[config.mk]
export PLATFORM = sky130hd
export DESIGN_NAME = cme_frame_loader
export DESIGN_NICKNAME = d
export VERILOG_FILES = /design/src/rtl/cme_frame_loader.sv
export SDC_FILE = /design/constraint.sdc
export NUM_CORES = 1
export LEC_CHECK = 0
export CORE_ASPECT_RATIO = 2
export CORE_UTILIZATION = 50
export CTS_CLUSTER_SIZE = 20
export DETAILED_ROUTE_END_ITERATION = 10
export PLACE_DENSITY = 0.85
export SLEW_MARGIN = 10
export SYNTH_ARGS = -nofsm -noshare
export SYNTH_HDL_FRONTEND = slang
export SYNTH_SLANG_ARGS = --single-unit
[constraint.sdc]
create_clock -name clk -period 3 [get_ports clk]
set_input_delay 0.3 -clock clk [delete_from_list [all_inputs] [get_ports clk]]
set_output_delay 0.3 -clock clk [all_outputs]
set_load 0.01 [all_outputs]
[src/rtl/cme_frame_loader.sv]
// Streams a 29-word portfolio frame into the CME slave port, waits a settle
// interval, reads back the initial margin and hands it to a valid/ready consumer.
module cme_frame_loader #(
  parameter int SETTLE_CYCLES = 16
) (
  input  logic        clk,
  input  logic        reset,
  input  logic [15:0] in_data,
  input  logic        in_valid,
  input  logic        in_last,
  output logic        in_ready,
  output logic        cme_chipselect,
  output logic        cme_write,
  output logic        cme_read,
  output logic [4:0]  cme_offset,
  output logic [15:0] cme_writedata,
  input  logic [15:0] cme_readdata,
  output logic [15:0] margin_data,
  output logic        margin_valid,
  input  logic        margin_ready,
  output logic        busy,
  output logic        frame_err
);

  // state  | meaning
  // IDLE   | waiting for the first word of a frame
  // CLEAR  | offset-29 write on the bus, drops engine start flags
  // LOAD   | accepting words 0..28, one register write per word
  // SETTLE | engine computing, down-counter runs SETTLE_CYCLES
  // READ   | margin read strobe on the bus
  // WAIT   | engine registers read data
  // OUT    | margin presented until consumer takes it
  typedef enum logic [2:0] {IDLE, CLEAR, LOAD, SETTLE, READ, WAIT, OUT} state_t;

  localparam logic [4:0] LAST_WORD    = 5'd28;
  localparam logic [4:0] CLEAR_OFFSET = 5'd29;
  localparam logic [7:0] SETTLE_LOAD  = 8'(SETTLE_CYCLES - 1);

  state_t      state, state_nxt;
  logic [4:0]  word_cnt, word_cnt_nxt;
  logic [7:0]  settle_cnt, settle_cnt_nxt;
  logic        cs_nxt, wr_nxt, rd_nxt, err_nxt, mvalid_nxt;
  logic [4:0]  offset_nxt;
  logic [15:0] wdata_nxt, mdata_nxt;
  logic        accept;

  assign in_ready = (state == LOAD);
  assign busy     = (state != IDLE);
  assign accept   = in_valid && in_ready;

  always_comb begin
    state_nxt      = state;
    word_cnt_nxt   = word_cnt;
    settle_cnt_nxt = settle_cnt;
    cs_nxt         = 1'b0;
    wr_nxt         = 1'b0;
    rd_nxt         = 1'b0;
    err_nxt        = 1'b0;
    offset_nxt     = cme_offset;
    wdata_nxt      = cme_writedata;
    mdata_nxt      = margin_data;
    mvalid_nxt     = margin_valid;
    case (state)
      IDLE: if (in_valid) begin
        state_nxt    = CLEAR;
        word_cnt_nxt = '0;
        cs_nxt       = 1'b1;
        wr_nxt       = 1'b1;
        offset_nxt   = CLEAR_OFFSET;
        wdata_nxt    = '0;
      end
      CLEAR: state_nxt = LOAD;
      LOAD: if (accept) begin
        cs_nxt     = 1'b1;
        wr_nxt     = 1'b1;
        offset_nxt = word_cnt;
        wdata_nxt  = in_data;
        // word 28 always completes the frame; a missing in_last is only flagged
        if (word_cnt == LAST_WORD) begin
          state_nxt      = SETTLE;
          settle_cnt_nxt = SETTLE_LOAD;
          err_nxt        = !in_last;
        end else begin
          word_cnt_nxt = word_cnt + 5'd1;
          if (in_last) begin
            err_nxt   = 1'b1;
            state_nxt = IDLE;
          end
        end
      end
      SETTLE: if (settle_cnt == 8'd0) begin
        state_nxt  = READ;
        cs_nxt     = 1'b1;
        rd_nxt     = 1'b1;
        offset_nxt = '0;
      end else begin
        settle_cnt_nxt = settle_cnt - 8'd1;
      end
      READ: state_nxt = WAIT;
      WAIT: begin
        mdata_nxt  = cme_readdata;
        mvalid_nxt = 1'b1;
        state_nxt  = OUT;
      end
      OUT: if (margin_ready) begin
        mvalid_nxt = 1'b0;
        state_nxt  = IDLE;
      end
      default: state_nxt = IDLE;
    endcase
  end

  always_ff @(posedge clk or posedge reset) begin
    if (reset) begin
      state          <= IDLE;
      word_cnt       <= '0;
      settle_cnt     <= '0;
      cme_chipselect <= 1'b0;
      cme_write      <= 1'b0;
      cme_read       <= 1'b0;
      cme_offset     <= '0;
      cme_writedata  <= '0;
      margin_data    <= '0;
      margin_valid   <= 1'b0;
      frame_err      <= 1'b0;
    end else begin
      state          <= state_nxt;
      word_cnt       <= word_cnt_nxt;
      settle_cnt     <= settle_cnt_nxt;
      cme_chipselect <= cs_nxt;
      cme_write      <= wr_nxt;
      cme_read       <= rd_nxt;
      cme_offset     <= offset_nxt;
      cme_writedata  <= wdata_nxt;
      margin_data    <= mdata_nxt;
      margin_valid   <= mvalid_nxt;
      frame_err      <= err_nxt;
    end
  end

endmodule

==> impl_metrics.yaml, run 1 <==
drt:
  drt_wl_total_um: 6190
  vias: 2037
  post_drt_via_cell_ratio: 5.63
  drc: 0
  firstDrtPassIters: 5
  antenna_left: 0
  first_iter_violations: 27
  wl_per_cell_um: 17.1
power_and_ir_drop:
  peakVddDrop_mv: 0.553
  p_leak_nw: 1.57
  p_total_mw: 2.80
  power.density_mw_per_mm2: 762
sta:
  rsz0062_at_grt: "no"
  slew_violations: 0
  min_period_ns: 2.36
  final.setup.tns_ns: 0
  tightestPinTransition_ns: 0.692
  setup_viol: 0
  finalCritPeriodShare_pct: 78.8
  final_hold_viol_count: 0
  maxSlewHeadroom_pct: 53.9
  skew_ns: 0.00835
  max_freq_mhz: 423
setup_path:
  endpoint_kind: "output port"
  worst-path-max-fanout: 15
  required_ns: 2.70
  worstSetupPathType: "reg -> out"
  crit_path_start_kind: "flip-flop"
  crit_arrival_ns: 2.06
cells_and_area:
  fillers: 372
  utilization_pct: 71.5
  seq_area_mm2: 0.00145
  multi_input_area_mm2: 0.00112
  drive_gt1_share_pct: 9.54
  finalNonFillerCells: 362
  design_area_mm2: 0.00367
  fin_nets: 343
  antennaDiodeCount: 0
  area_delta_synth_final_pct: 37.9
global_routing:
  grt_remaining_overflow: 0
  grt_first_pass_wirelength_um: 10300
  grt_max_degree: 31
  track_usage_pct: 26.2
  antenna_found_initial: 0
  grt_pass1_vias: 2106
flow_run:
  drv_cap: 0
synthesis:
  synthCells: 219
  ys_warn_count: 0
  synthesis.area_mm2: 0.00266
  synth_nets: 260
  yosysSeqAreaShare_pct: 54.5
  synth_seq_cells: 58
  async_reset_ff_share_pct: 100
  syn_area_per_cell_um2: 12.2
  ys.flop_type: "dfrtp_1"
  synth_cell_types: 51
  synth_edf_count: 0
floorplan:
  top_level_ports: 81
  die_area_mm2: 0.00564
  die-height_um: 105
  start_util_pct: 51.8
  rows: 37
  die_w_um: 53.6
  coreArea_mm2: 0.00514
placement:
  dpl.hpwl_um: 4570
  place_inst: 349
  gp_congestion: 0.865
  io_buffers: 80
  place_area_mm2: 0.00351
min_path:
  hold_class: "in -> async"
clocking:
  root_buffer: "clkbuf_8"
  clock-sinks: 58
  cts_tree: "built"
  ctsHoldBuffers: 0
  clk_pin_slew_ns: 0.06
  clk_latency_ns: 0.34
  cts_made_buffers: 9
  clockBufferDepth: 2
  cts_resized: 0
  post_cts_buffers: 0
  cts_max_level: 3
run_status:
  outcome: "completed"
-- flip-flops by register name (all words and copies together) (netlist names) --
name and cells:
settle_cnt 8, cme_chipselect 1, margin_valid 1, margin_data 16, cme_read 1, cme_writedata 16
frame_err 1, cme_offset 5, state 3, cme_write 1, word_cnt 5
-- per-layer routing --
| layer | global-route usage (%) | vias to the layer above | share of wire, % |
|---|---|---|---|
| li1 | - | 957 | - |
| met1 | 27.9 | 1017 | 36 |
| met4 | 17.7 | 0 | 3.3 |
| met5 | 0 | - | 0 |
| met3 | 4.80 | 14 | 3.4 |
| met2 | 43.9 | 49 | 57 |
-- power breakdown --
| group | internal [mW] | total (mW) | switching, mW |
|---|---|---|---|
| Sequential | 0.984 | 1.22 | 0.235 |
| Combinational | 0.544 | 0.971 | 0.427 |
| Clock | 0.331 | 0.606 | 0.275 |
| Total | 1.86 | 2.80 | 0.937 |
-- cell usage in the layout, fill, tap and decap left out, drive strengths merged, types with 2 or more instances in the layout --
cell,instances
mux2,16
buf,2
a31oi,2
nor2b,2
nor3b,3
nand3b,2
and4,2
mux2i,2
a2111oi,2
xnor2,4
nand2,13
o21ai,9
a2bb2oi,4
or3,2
nor2,13
a211oi,4
inv,10
dfrtp,58
nand2b,5
clkdlybuf4s50,80
nor3,4
a21o,2
or4,2
a21oi,5
clkbuf,13
nor4,3
a22o,16
ha,4
and2,2
o211ai,2
nand3,5
-- cell usage after synthesis (3+ instances only) --
cell type  number  area, µm²
inv_1          10       37.5
ha_1            4       50.1
buf_2           7       35.0
nand3_1         5       25.0
mux2_1         16        180
nand2_1        11       41.3
dfrtp_1        58       1450
nand2b_1        5       31.3
nor2_1         13       48.8
o21ai_1         6       30.0
a2bb2oi_1       4       35.0
a21oi_1         5       25.0
a22o_1         16        140
xnor2_1         4       35.0
a211oi_1        3       22.5
nor3_1          4       20.0
-- worst max-delay path, cell delays in order (launching register included) --
cell,delay (ns)
dfrtp_1,0.68
nor3b_4,0.45
clkdlybuf4s50_1,0.61
-- final timing paths --
| kind | from | endpoint | slack [ns] | cells past startpoint |
|---|---|---|---|---|
| hold reg to reg | margin_data[11] | margin_data[11] | 0.49 | 1 |
| max in group asynchronous | reset | cme_writedata[15] | 2.04 | 3 |
| hold / removal | reset | margin_data[15] | 0.37 | 2 |
| min in group clk | margin_data[11] | margin_data[11] | 0.49 | 1 |
| setup reg to reg | state[0] | word_cnt[0] | 0.87 | 5 |
| setup / recovery | state[1] | in_ready | 0.64 | 2 |
-- logic make-up after synthesis --
family          synth area share [%]
fa+ha+maj                       1.88
buf+inv                         3.29
xor+xnor                        1.32
compound gates                  15.3
mux                             7.52
flops                           54.5
simple gates                    16.2
-- metrics by stage --
stage | hold WS (ns) | setup slack, ns
floorplan | 0.432 | 1.27
global placement | 0.474 | 0.841
detailed placement | 0.480 | 0.770
CTS | 0.386 | 0.614
global route | 0.433 | 0.516
finish | 0.371 | 0.635
-- area by class of cell --
cell class | instances | share of cell area, %
Timing Repair Buffer | 82 | 22.6
Clock buffer | 13 | 4.33
Tap cell | 58 | 1.98
Inverter | 10 | 1.02
Sequential cell | 58 | 39.5
Multi-Input combinational cell | 141 | 30.6
Power figures use the tool's default switching activity.
==> inputs of run 2 (changes only) <==
--- a/config.mk
+++ b/config.mk
@@ -6,10 +6,10 @@
 export NUM_CORES = 1
 export LEC_CHECK = 0
 export CORE_ASPECT_RATIO = 2
-export CORE_UTILIZATION = 50
+export CORE_UTILIZATION = 47
 export CTS_CLUSTER_SIZE = 20
 export DETAILED_ROUTE_END_ITERATION = 10
-export PLACE_DENSITY = 0.85
+export PLACE_DENSITY = 0.8
 export SLEW_MARGIN = 10
 export SYNTH_ARGS = -nofsm -noshare
 export SYNTH_HDL_FRONTEND = slang
==> constraint.sdc (replaced) <==
create_clock -name clk -period 2.35 [get_ports clk]
set_input_delay 0.235 -clock clk [delete_from_list [all_inputs] [get_ports clk]]
set_output_delay 0.235 -clock clk [all_outputs]
set_load 0.01 [all_outputs]
==> run 2 against run 1 <==
Sequential power rose by 25%. Clock power grew 43%. Count of clock-buffer cells in the layout is 3 lower. Worst setup slack got worse by 0.53 ns. Design area is 1.4% higher. Clock skew is 0.0021 ns lower. First-iteration DRC count increased to 2.7 times the previous value. Critical path depth unchanged. Core utilization fell by 2.8 points. Register-to-register slack got worse by 0.46 ns. Die area is 6.2% higher. Largest power group unchanged. Highest routed layer unchanged.
==> impl_metrics.yaml, run 2 (synthesis results as in run 1) <==
sta:
  slew_violations: 0
  skew_ns: 0.00621
  max_freq_mhz: 446
  finalCritPeriodShare_pct: 95.3
  rsz0062_at_grt: "no"
  setup_viol: 0
  final_hold_viol_count: 0
  tightestPinTransition_ns: 0.673
  maxSlewHeadroom_pct: 55.1
  min_period_ns: 2.24
  final.setup.tns_ns: 0
drt:
  first_iter_violations: 73
  vias: 2000
  antenna_left: 0
  firstDrtPassIters: 4
  post_drt_via_cell_ratio: 5.41
  drc: 0
  drt_wl_total_um: 5940
  wl_per_cell_um: 16.0
run_status:
  outcome: "completed"
setup_path:
  crit_arrival_ns: 2.00
  worstSetupPathType: "reg -> out"
  r2r-end: "settle_cnt[5]"
  r2r_start: "word_cnt[0]"
  ff2ff_path_depth: 6
  crit_path_start_kind: "flip-flop"
  endpoint_kind: "output port"
  critPathMaxStageDelay_ns: 0.62
  slowest_stage: "dfrtp_1"
  required_ns: 2.12
  path_cells: "nor3b_4, clkdlybuf4s50_1"
  regToRegSetupSlack_ns: 0.41
  worst-path-max-fanout: 21
global_routing:
  track_usage_pct: 21.1
  grt_first_pass_wirelength_um: 9470
  antenna_found_initial: 0
  grt_pass1_vias: 1959
  grt_remaining_overflow: 0
  grt_max_degree: 38
clocking:
  clk_pin_slew_ns: 0.06
  clock-sinks: 58
  clockBufferDepth: 2
  clk_latency_ns: 0.34
  cts_made_buffers: 9
  cts_resized: 0
  cts_max_level: 3
  post_cts_buffers: 0
  cts_tree: "built"
  root_buffer: "clkbuf_8"
  ctsHoldBuffers: 0
power_and_ir_drop:
  p_leak_nw: 1.60
  power.density_mw_per_mm2: 987
  peakVddDrop_mv: 0.737
min_path:
  hold_class: "in -> async"
cells_and_area:
  area_delta_synth_final_pct: 39.8
  final_common_cell: "clkdlybuf4s50_1"
  fin_nets: 346
  final_cell_mix: "clkdlybuf4s50_1, dfrtp_1, mux2_1, a22o_1, nor2_1"
  seq_area_mm2: 0.00145
  design_area_mm2: 0.00372
  largestRegisters: "cme_writedata (16), margin_data (16), settle_cnt (8)"
  utilization_pct: 68.7
  drive_gt1_share_pct: 11.6
  multi_input_area_mm2: 0.00112
  fillers: 419
  antennaDiodeCount: 0
placement:
  place_area_mm2: 0.00354
  dpl.hpwl_um: 4340
  io_buffers: 80
  gp_congestion: 0.870
floorplan:
  rows: 38
  top_level_ports: 81
  coreArea_mm2: 0.00542
  die-height_um: 108
  die_w_um: 55.2
  start_util_pct: 49.1
  die_area_mm2: 0.00599
flow_run:
  drv_cap: 0
run 2: cell types whose count changed in the layout (fill, tap and decap cells not counted), sizes merged:
cell	before	now
buf	2	5
bufinv	0	1
clkinv	0	4
clkbuf	13	10
clkinvlp	0	1
run 2: power by group:
part	internal (mW)	switching (mW)	total, mW
sequential	1.26	0.261	1.52
clock	0.481	0.384	0.865
combinational	0.711	0.583	1.29
total	2.45	1.23	3.68
run 2: layout make-up:
cell class	instances	share of cell area (%)
flip-flops and latches	58	39.0
clock inverters	6	1.55
clock buffers	10	3.43
repair buffers	85	22.8
well taps	60	2.02
inverters	10	1.01
multi-input cells	141	30.2
run 2: metal layers:
metal	global-route usage [%]	share of wire, %
met3	5.38	4.3
met1	22.0	38
met4	13.8	3.5
met5	0	0
met2	37.0	55
run 2: worst max-delay path by stage:
| stage | start | end | slack (ns) |
|---|---|---|---|
| finish | state[0] | in_ready | 0.11 |
| global route | state[0] | in_ready | 0.02 |
| CTS | state[0] | in_ready | 0.08 |
| detailed placement | in_valid | word_cnt[4] | 0.36 |
| global placement | in_valid | word_cnt[4] | 0.40 |
| floorplan | word_cnt[0] | settle_cnt[5] | 0.62 |
run 2: critical path: cells and delay by family (launching register included):
family                 cells  cell delay, ns
buffers and inverters      1            0.61
DFF                        1            0.62
and+or+nand+nor            1            0.42
run 2: per-stage QoR:
| stage | hold WS (ns) | total power [mW] | cells | setup slack, ns |
|---|---|---|---|---|
| after detailed placement | 0.480 | 2.84 | 354 | 0.356 |
| after floorplan | 0.367 | 2.24 | 219 | 0.624 |
| after global placement | 0.474 | 2.80 | 354 | 0.395 |
| final | 0.249 | 3.68 | 370 | 0.110 |
| after CTS | 0.244 | 3.73 | 370 | 0.0768 |
| after global routing | 0.295 | 3.89 | 370 | 0.0189 |
